File: config.mk
export PLATFORM = sky130hd
export DESIGN_NAME = mem_fill_engine
export DESIGN_NICKNAME = d
export VERILOG_FILES = /design/src/rtl/mem_fill_engine.sv
export SDC_FILE = /design/constraint.sdc
export NUM_CORES = 1
export LEC_CHECK = 0
export ABC_AREA = 1
export CORE_AREA = 2 2 76 78
export CTS_CLUSTER_DIAMETER = 200
export DETAILED_ROUTE_END_ITERATION = 10
export DIE_AREA = 0 0 78 80
export PLACE_DENSITY_LB_ADDON = 0.1
export SLEW_MARGIN = 0
export SYNTH_ARGS = -nofsm -noshare
export SYNTH_HDL_FRONTEND = slang
export SYNTH_SLANG_ARGS = --single-unit
export TNS_END_PERCENT = 100
File: constraint.sdc
create_clock -name clk -period 3.5 [get_ports clk]
set_input_delay 0.525 -clock clk [delete_from_list [all_inputs] [get_ports clk]]
set_output_delay 0.525 -clock clk [all_outputs]
set_load 0.1 [all_outputs]
File: src/rtl/mem_fill_engine.sv
// mem_fill_engine: writes LEN generated words into a single-port RAM
// starting at a base address, with stall back-pressure and abort.
module mem_fill_engine #(
   parameter int ADDR_W = 8,
   parameter int DATA_W = 8,
   parameter int LEN_W  = ADDR_W + 1
) (
   input  logic              clk,
   input  logic              reset,
   input  logic              start,
   input  logic [1:0]        mode,
   input  logic [DATA_W-1:0] fill_value,
   input  logic [ADDR_W-1:0] base_addr,
   input  logic [LEN_W-1:0]  len,
   input  logic              stall,
   input  logic              abort,
   output logic [ADDR_W-1:0] wr_addr,
   output logic [DATA_W-1:0] wr_data,
   output logic              wr_en,
   output logic              busy,
   output logic              done
);

   typedef enum logic [1:0] {
      IDLE = 2'd0,
      RUN  = 2'd1,
      DONE = 2'd2
   } state_t;

   localparam logic [1:0] M_ID    = 2'd0;
   localparam logic [1:0] M_CONST = 2'd1;
   localparam logic [1:0] M_UP    = 2'd2;
   localparam logic [1:0] M_DN    = 2'd3;

   state_t            state;
   logic [1:0]        mode_q;
   logic [DATA_W-1:0] fill_q;
   logic [ADDR_W-1:0] base_q;
   logic [LEN_W-1:0]  len_q;
   logic [LEN_W-1:0]  idx;
   logic [DATA_W-1:0] idx_d;
   logic [DATA_W-1:0] data_c;
   logic              run;
   logic              last;

   assign run   = (state == RUN);
   assign idx_d = DATA_W'(idx);
   assign last  = (idx == len_q - LEN_W'(1));

   // data generator selected by the latched mode, modulo 2^DATA_W
   always_comb begin
      data_c = fill_q;
      case (mode_q)
         M_ID:    data_c = idx_d;
         M_CONST: data_c = fill_q;
         M_UP:    data_c = fill_q + idx_d;
         M_DN:    data_c = fill_q - idx_d;
         default: data_c = fill_q;
      endcase
   end

   assign wr_en   = run && !stall && !abort;
   assign wr_addr = run ? base_q + ADDR_W'(idx) : '0;
   assign wr_data = run ? data_c : '0;

   // control FSM with registered busy/done
   always_ff @(posedge clk) begin
      if (reset) begin
         state  <= IDLE;
         mode_q <= '0;
         fill_q <= '0;
         base_q <= '0;
         len_q  <= '0;
         idx    <= '0;
         busy   <= 1'b0;
         done   <= 1'b0;
      end else begin
         unique case (state)
            IDLE: begin
               if (start) begin
                  mode_q <= mode;
                  fill_q <= fill_value;
                  base_q <= base_addr;
                  len_q  <= len;
                  idx    <= '0;
                  if (len != '0) begin
                     state <= RUN;
                     busy  <= 1'b1;
                  end else begin
                     state <= DONE;
                     done  <= 1'b1;
                  end
               end
            end
            RUN: begin
               if (abort) begin
                  state <= IDLE;
                  busy  <= 1'b0;
               end else if (!stall) begin
                  idx <= idx + LEN_W'(1);
                  if (last) begin
                     state <= DONE;
                     busy  <= 1'b0;
                     done  <= 1'b1;
                  end
               end
            end
            DONE: begin
               state <= IDLE;
               done  <= 1'b0;
            end
            default: begin
               state <= IDLE;
               busy  <= 1'b0;
               done  <= 1'b0;
            end
         endcase
      end
   end

endmodule

==> results of run 1 <==
-- cell type report --
type / instances / area (um2)
inverter: 57 / 214
sequential: 40 / 807
clock inverter: 1 / 7.51
tap: 72 / 90.1
fill: 482 / 1820
timing repair buffer: 55 / 596
multi-input combinational: 319 / 1780
clock buffer: 7 / 86.3
-- cells in the mapped netlist (all sizes together) --
cell / instances / share of area (%)
nand3: 17 / 3.2
o21ai: 51 / 9.3
xor2: 12 / 3.8
a21oi: 38 / 6.9
o31ai: 2 / 0.54
o221ai: 1 / 0.31
o2111ai: 1 / 0.31
xnor2: 5 / 1.6
nand2: 83 / 12
nand4: 4 / 0.89
nor3: 4 / 0.72
inv: 57 / 7.6
or2: 1 / 0.22
nand3b: 1 / 0.27
nor2: 67 / 9.5
a221oi: 2 / 0.63
o21bai: 1 / 0.27
and3b: 1 / 0.31
nand2b: 1 / 0.22
a211oi: 3 / 0.80
buf: 7 / 1.2
clkbuf: 6 / 0.85
o22ai: 4 / 0.89
nor4: 1 / 0.22
dfxtp: 40 / 29
fa: 2 / 1.4
ha: 17 / 7.6
-- stage by stage --
stage / utilization (%) / setup slack [ps] / instance area (um2) / cells
global placement: 64.1 / 425 / 3460 / 543
detailed placement: 64.1 / 290 / 3460 / 543
global route: 66.3 / -35.8 / 3580 / 551
floorplan: - / -105 / 2830 / 429
finish: 66.3 / 172 / 3580 / 551
CTS: 65.8 / 50.4 / 3560 / 551
-- cell usage in the layout (no fill, tap or decap), drive strengths merged, types with 5 or more instances in the layout --
cell type / instances
o21ai: 51
nand3: 17
clkbuf: 7
xnor2: 5
ha: 17
dfxtp: 40
nor2: 67
nand2: 83
a21oi: 38
xor2: 12
inv: 57
clkdlybuf4s50: 33
buf: 22
-- metal layers --
metal / track usage, % / part of all wire (%) / vias to the layer above
met5: 0 / 0 / -
met4: 7.54 / 2.0 / 0
met3: 5.32 / 5.8 / 16
met2: 41.6 / 48 / 80
met1: 31.1 / 44 / 1340
li1: - / - / 1500
-- where the power goes --
part | internal, mW | switching (mW) | total [mW]
logic | 0.342 | 0.648 | 0.990
registers | 0.513 | 0.0520 | 0.565
clock network | 0.160 | 0.172 | 0.332
total | 1.02 | 0.872 | 1.89
-- registers in the layout, summed over array words and instances, names as in the netlist --
signal	flops
len_q	9
done	1
mode_q	2
state	2
fill_q	8
idx	9
busy	1
base_q	8
-- critical path, stage by stage, from the launching register on --
cell,delay (ps)
dfxtp_4,380
inv_2,80
ha_1,150
inv_1,50
nor3_1,130
inv_1,90
o31ai_2,220
xor2_1,170
inv_1,80
ha_4,220
a21oi_1,120
o21ai_0,100
a21oi_1,120
inv_1,60
o21ai_0,150
nand4_1,110
inv_2,90
buf_12,170
-- worst min-delay path by stage --
stage	cells past startpoint	endpoint	slack, ps
after floorplan	2	len_q[8]	440
after global placement	2	done	430
after detailed placement	2	done	440
after CTS	2	done	450
after global routing	2	done	460
final	2	done	450
-- cells by family (layout without fill, tap and decap cells) --
| group | after synthesis | in the layout | share of synthesized area (%) |
|---|---|---|---|
| XOR/XNOR | 17 | 17 | 5.32 |
| AO/OA/AOI/OAI | 103 | 103 | 19.9 |
| buffers and inverters | 70 | 120 | 9.70 |
| flip-flops | 40 | 40 | 28.6 |
| AND/OR/NAND/NOR | 180 | 180 | 27.4 |
| adder cells (fa/ha/maj) | 19 | 19 | 9.03 |
-- timing repair --
item | 4_1_cts | 5_1_grt
setup endpoints to repair | 2 | 3
setup buffers | 0 | 0
gates cloned | 0 | 0
resized for setup | 2 | 9
==> results.md, run 1 <==
* LEAKAGE at 1.62 nW
* Routed WL at about 7300 um
* Initial Utilization at between 50% and 60%
* Rows at 27
* Synthesized area per cell at between 6 and 7 um2
* Area growth syn-to-layout at 28.1%
* Total Die Area at 6240 um2
* Skew-Pair Late Insertion Delay at 300 ps
* Synth unique cells at 37
* Worst-case reg-to-reg path depth at 11
* Clock buffer count from CTS at 5
* Launch point of the worst reg-to-reg path: state[1]
* Slew headroom at 35.7%
* Fin nets at 529
* Layout cell share with drive strength beyond 1 at a little over an eighth
* CP arrival at about 2800 ps
* Critical path peak fanout at 8
* Tcrit/Tclk final at between 90 and 100%
* Reg2reg end: idx[8]
* Mapped Nets at 480
* I/O pin count at between 50 and 60
* All-Layer GR Usage at 24.5%
* Critical path startpoint: idx[0]
* VDD IR-drop max at around 0.3 mV
* Max-Cap Viols at 0
* Outcome: completed
* DR pass1 iterations at 4
* Synth Cell Area at 2800 um2
* Clock skew at roughly 4.6 ps
* First-pass GRT wire length at 12200 um
* Clock root cell: clkbuf_8
* Reg clk slew, reported paths at ~80 ps
* Max Clk Rate at approximately 300 MHz
* Initial DRC count at ~120
* Synthesized instance count at approximately 430
* Seq/Total Area, Yosys at between 20% and 30%
* Drt wl/cell at between 10 and 15 um
* Worst Setup EP: wr_data[7]
* DR DRC count at 0
* Post-CTS Hold Fix Bufs at 0
* Fin Setup TNS at 0 ps
* Die Height at approximately 80 um
* Sink Count at 40
* DP HPWL at ~5500 um
* Max Buffers Root-to-Sink at 2
* H-tree level count at 2
* Hold_ws at between 400 and 500 ps
* N_diodes at 0
* GR Overflow Total at 0
* # setup viols final at 0
* CTS tree: done
* Critical path startpoint category: flop
* Worst-margin pin slew at just under 1000 ps
* Routability congestion estimate from global placement at a little under 0.9
* Crit path capture type: output pin
* R2R setup slack at ~1500 ps
* Final count of hold timing violations at 0
* HP Start: done
* Die X at 78 um
* Largest net degree at the start of global routing at 33
* P per Cell Area at roughly 530 nW/um2
* Minimum clock period at 3330 ps
* Antenna violations before repair at 0
* Vias/cell at ~5.3
* IO Port Bufs at 50
* Final Slew Violations at 0
* Critical path class: flop to output pin
* CORE AREA at roughly 5400 um2
* Type of the worst min-delay path: flop to flop
* Worst path required time at 2970 ps
* Final ANT Viol Nets at 0
* Yosys Warn Count at 0
* FF+latch count, synth at 40
* Via Count at between 2000 and 3000
* Vias in the first global route at 2750
* Tot Pwr at 1.89 mW
(Power assumes the default switching activity.)
==> run 2: changes to the inputs <==
--- a/config.mk
+++ b/config.mk
@@ -6,11 +6,12 @@
 export NUM_CORES = 1
 export LEC_CHECK = 0
 export ABC_AREA = 1
-export CORE_AREA = 2 2 76 78
+export CAP_MARGIN = 10
+export CORE_AREA = 2 2 75 77
 export CTS_CLUSTER_DIAMETER = 200
 export DETAILED_ROUTE_END_ITERATION = 10
-export DIE_AREA = 0 0 78 80
-export PLACE_DENSITY_LB_ADDON = 0.1
+export DIE_AREA = 0 0 77 79
+export PLACE_DENSITY_LB_ADDON = 0.25
 export SLEW_MARGIN = 0
 export SYNTH_ARGS = -nofsm -noshare
 export SYNTH_HDL_FRONTEND = slang
==> constraint.sdc (replaced) <==
create_clock -name clk -period 3.9 [get_ports clk]
set_input_delay 0.585 -clock clk [delete_from_list [all_inputs] [get_ports clk]]
set_output_delay 0.585 -clock clk [all_outputs]
set_load 0.1 [all_outputs]
==> results.md, run 2 (synthesized netlist as in run 1, its figures left out) <==
* Largest regs: idx: 9 flops, len_q: 9 flops
* Worst slack, placed at roughly 500 ps
* Initial Utilization at a little over half
* DP HPWL at 5390 um
* Post-Layout Inst Area at between 3000 and 4000 um2
* Total Die Area at 6080 um2
* Final Slew Violations at 0
* IO Port Bufs at 50
* Fin Setup TNS at 0 ps
* Rows at 27
* VDD IR-drop max at just over 0.3 mV
* CP arrival at between 3000 and 4000 ps
* CORE AREA at around 5300 um2
* CTS tree: done
* Slew headroom at 34.1%
* Critical path class: flop to output pin
* Hold_ws at about 450 ps
* Drt wl/cell at between 10 and 15 um
* Die X at around 77 um
* Worst path required time at around 3300 ps
* Commonest non-fill, non-tap cells in the layout: nand2_1 (76), nor2_1 (63), inv_1 (52)
* Routability congestion estimate from global placement at 0.934
* Area growth syn-to-layout at 26.2%
* Max Buffers Root-to-Sink at 2
* Placed inst area at around 3400 um2
* Layout cell share with drive strength beyond 1 at 11.3%
* Clock skew at ~5.2 ps
* Vias in the first global route at approximately 2700
* N_diodes at 0
* Reg clk slew, reported paths at ~80 ps
* Max-Cap Viols at 0
* Largest net degree at the start of global routing at 32
* Final Non-Filler Cells at 550
* Minimum clock period at about 3600 ps
* Final count of hold timing violations at 0
* Critical path peak fanout at 10
* Clock root cell: clkbuf_8
* Initial DRC count at 200
* P per Cell Area at ~490 nW/um2
* Post-CTS Hold Fix Bufs at 0
* Antenna violations before repair at 0
* GR Overflow Total at 0
* Via Count at 2912
* Max Clk Rate at roughly 280 MHz
* Skew-Pair Late Insertion Delay at 290 ps
* DR pass1 iterations at 4
* Worst-margin pin slew at slightly below 1000 ps
* RSZ-0062 raised after global routing: false
* DR DRC count at 0
* Type of the worst min-delay path: flop to flop
* LEAKAGE at between 1.5 and 2 nW
* Die Height at 79 um
* Fin nets at approximately 530
* Crit path capture type: output pin
* Dpl cells at about 540
* First-pass GRT wire length at 11900 um
* Final ANT Viol Nets at 0
* Clock buffer count from CTS at 5
* Sink Count at 40
* H-tree level count at 2
* Most common cell after layout, fill and taps aside: nand2_1
* Critical path startpoint category: flop
* All-Layer GR Usage at between 20% and 30%
* Tcrit/Tclk final at between 90% and 100%
* # setup viols final at 0
* Routed WL at 7150 um
* PnR worst setup slack at roughly 280 ps
* I/O pin count at 51
* Vias/cell at 5.29
* Outcome: completed
[run 2: cell count changes in the layout (fill, tap and decap cells not counted), moves of 2 or more]
cell / change
inv_1: +2
inv_2: -2
buf_12: -3
dfxtp_1: +2
[run 2: timing repair]
item | 4_1_cts | 5_1_grt
endpoints found under the setup margin | 0 | 2
hold endpoints to repair | 0 | 0
buffers inserted | 0 | 0
resized for setup | 0 | 2
[run 2: worst max-delay path: stages, from the launching register on]
cell and delay, ps:
dfxtp_1 600, nand2_1 260, o21ai_1 310, inv_1 100
ha_1 290, nand2_1 50, o21ai_0 310, a21oi_1 100
o21ai_0 220, xnor2_1 120, a21oi_2 180, buf_12 190
[run 2: final timing paths]
check | cells after the start | slack [ps] | start | end
worst max-delay path | 11 | 280 | mode_q[1] | wr_data[5]
worst max register to register | 11 | 1850 | state[1] | idx[8]
worst min-delay path | 2 | 450 | done | done
worst min register to register | 2 | 450 | done | done
[run 2: power breakdown]
group	total [mW]	internal, mW	switching, mW	leakage [nW]
Sequential	0.510	0.460	0.0496	0.330
Combinational	0.857	0.289	0.569	1.22
Clock	0.364	0.209	0.154	0.0614
[run 2: stage by stage]
| stage | total power [mW] | utilization [%] |
|---|---|---|
| after floorplan | 1.16 | - |
| after global placement | 1.35 | 63.9 |
| after detailed placement | 1.36 | 63.9 |
| after CTS | 1.73 | 66.1 |
| after global routing | 1.85 | 66.2 |
| final | 1.73 | 66.2 |
[run 2: final cells by class]
cell class | count | area (um2)
fillers | 502 | 1810
multi-input cells | 319 | 1750
flip-flops and latches | 40 | 802
repair buffers | 54 | 553
inverters | 57 | 214
well taps | 72 | 90.1
clock buffers | 6 | 82.6
clock inverters | 2 | 38.8
[run 2: routing by layer]
| metal | global-route usage, % | wire, um | share of wire (%) |
|---|---|---|---|
| met5 | 0 | 0 | 0 |
| met4 | 7.14 | 104 | 1.5 |
| met3 | 5.23 | 405 | 5.7 |
| met2 | 41.1 | 3430 | 48 |
| met1 | 30.3 | 3210 | 45 |
==> run 3: changes to the inputs <==
--- a/config.mk
+++ b/config.mk
@@ -12,7 +12,7 @@
 export DETAILED_ROUTE_END_ITERATION = 10
 export DIE_AREA = 0 0 77 79
 export PLACE_DENSITY_LB_ADDON = 0.25
-export SLEW_MARGIN = 0
+export SLEW_MARGIN = 10
 export SYNTH_ARGS = -nofsm -noshare
 export SYNTH_HDL_FRONTEND = slang
 export SYNTH_SLANG_ARGS = --single-unit
==> constraint.sdc (replaced) <==
create_clock -name clk -period 4.3 [get_ports clk]
set_input_delay 0.645 -clock clk [delete_from_list [all_inputs] [get_ports clk]]
set_output_delay 0.645 -clock clk [all_outputs]
set_load 0.1 [all_outputs]
==> results.md, run 3 (synthesized netlist as in run 1, its figures left out) <==
* Outcome: completed
* Area growth syn-to-layout at 23.3%
* Dpl cells at between 500 and 600
* IO Port Bufs at 50
* CORE AREA at 5340 um2
* Initial DRC count at 194
* DP HPWL at 5180 um
* Count of cells resized by post-cts repair at 0
* Max Clk Rate at between 200 and 300 MHz
* Layout cell share with drive strength beyond 1 at around a tenth
* P per Cell Area at 443 nW/um2
* GR Overflow Total at 0
* N_diodes at 0
* Setup bufs post-CTS at 0
* Final ANT Viol Nets at 0
* Clock root cell: clkbuf_8
* Critical-path cell list: nand2_1 -> o21ai_0 -> inv_1 -> ha_1 -> nand2_1 -> o21ai_0 -> a21oi_1 -> o21ai_0 -> xnor2_1 -> a21oi_1 -> buf_4
* Sink Count at 40
* H-tree level count at 2
* Final count of hold timing violations at 0
* Fin Setup TNS at 0 ps
* LEAKAGE at 1.58 nW
* Commonest non-fill, non-tap cells in the layout: nand2_1 (76), nor2_1 (63), inv_1 (52)
* Rows at 27
* Total Die Area at 6080 um2
* Vias/cell at between 5 and 6
* CTS tree: done
* Cell family with most CP delay: compound AO/OA/AOI/OAI gates
* Worst stage delay on the critical path at just under 600 ps
* Crit path buffers/inverters at 2
* First-pass GRT wire length at around 12000 um
* Multi-input gate area at about 1700 um2
* CP most frequent cell: o21ai_0
* Routed WL at a little under 7000 um
* Worst path required time at between 3000 and 4000 ps
* Minimum clock period at 3850 ps
* Worst-margin pin slew at approximately 960 ps
* Critical path peak fanout at 10
* Post-CTS Hold Fix Bufs at 0
* Slew headroom at 35.6%
* Skew-Pair Late Insertion Delay at 300 ps
* Clock buffer count from CTS at 5
* Max-Cap Viols at 0
* # setup viols final at 0
* Vias in the first global route at around 2700
* Max Buffers Root-to-Sink at 2
* Crit path max-delay cell type: dfxtp_1
* RSZ-0062 raised after global routing: false
* Via Count at between 2000 and 3000
* PnR worst setup slack at 454 ps
* Routability congestion estimate from global placement at approximately 0.95
* Critical path startpoint category: flop
* All-Layer GR Usage at between 20% and 30%
* Final Slew Violations at 0
* Tcrit/Tclk final at about nine tenths
* Critical path class: flop to output pin
* Final Non-Filler Cells at roughly 550
* Reg clk slew, reported paths at ~90 ps
* Type of the worst min-delay path: flop to flop
* Drt wl/cell at roughly 12 um
* CP arrival at ~3200 ps
* DR DRC count at 0
* DR pass1 iterations at 5
* Largest regs: idx: 9 flops, len_q: 9 flops
* Clock skew at roughly 9.8 ps
* Die Height at about 79 um
* Sequential cell area at 801 um2
* Most common cell after layout, fill and taps aside: nand2_1
* Antenna violations before repair at 0
* VDD IR-drop max at about 0.24 mV
* Largest net degree at the start of global routing at 32
* Hold_ws at roughly 450 ps
* Die X at 77 um
* Crit path capture type: output pin
* Worst slack, placed at between 800 and 900 ps
* Initial Utilization at between 50% and 60%
* Fill count at between 500 and 600
* Fin nets at about 530
* I/O pin count at roughly 50
## run 3: changes by cell type in the layout (fill, tap and decap cells not counted)
cell,previous run,this run
o21ai_0,44,45
clkinv_4,1,0
clkbuf_8,6,5
dfxtp_1,39,40
dfxtp_2,1,0
clkdlybuf4s50_1,34,36
buf_4,15,17
clkinv_2,0,1
clkinvlp_4,0,1
a21oi_2,2,1
a21oi_1,36,37
o21ai_1,6,5
buf_12,5,0
## run 3: stage by stage
step	cell area (um2)	total power, mW	util (%)
5_1_grt	3450	1.63	64.7
3_3_place_gp	3340	1.20	62.6
6_report	3450	1.53	64.7
2_1_floorplan	2820	1.05	-
3_5_place_dp	3340	1.22	62.6
4_1_cts	3450	1.53	64.7
## run 3: cell type report
class / instances / area share, %
multi-input cells: 319 / 50.6
flip-flops and latches: 40 / 23.2
repair buffers: 53 / 14.1
inverters: 57 / 6.20
well taps: 72 / 2.61
clock buffers: 5 / 1.99
clock inverters: 3 / 1.23
## run 3: worst reg2reg max path, delay by kind of cell, from the launching register on
kind                   cells  cell delay, ps
flip-flops                 1             440
buffers and inverters      4            1120
AO/OA/AOI/OAI              2             250
AND/OR/NAND/NOR            2             140
## run 3: metal layers
layer	part of all wire (%)	vias up	track usage, %
met3	5.7	9	4.32
li1	-	1493	-
met2	47	88	39.1
met4	1.4	0	8.39
met5	0	-	0
met1	46	1284	30.1
## run 3: worst paths after layout
kind             start         end  slack, ps  cells after the start
min reg2reg       done        done        450                      2
max reg2reg   state[1]   fill_q[0]       2280                      8
max          mode_q[1]  wr_data[5]        450                     11
min               done        done        450                      2
## run 3: power breakdown
part	switching [mW]	internal [mW]
clock	0.144	0.172
sequential	0.0437	0.417
combinational	0.507	0.244
total	0.695	0.833
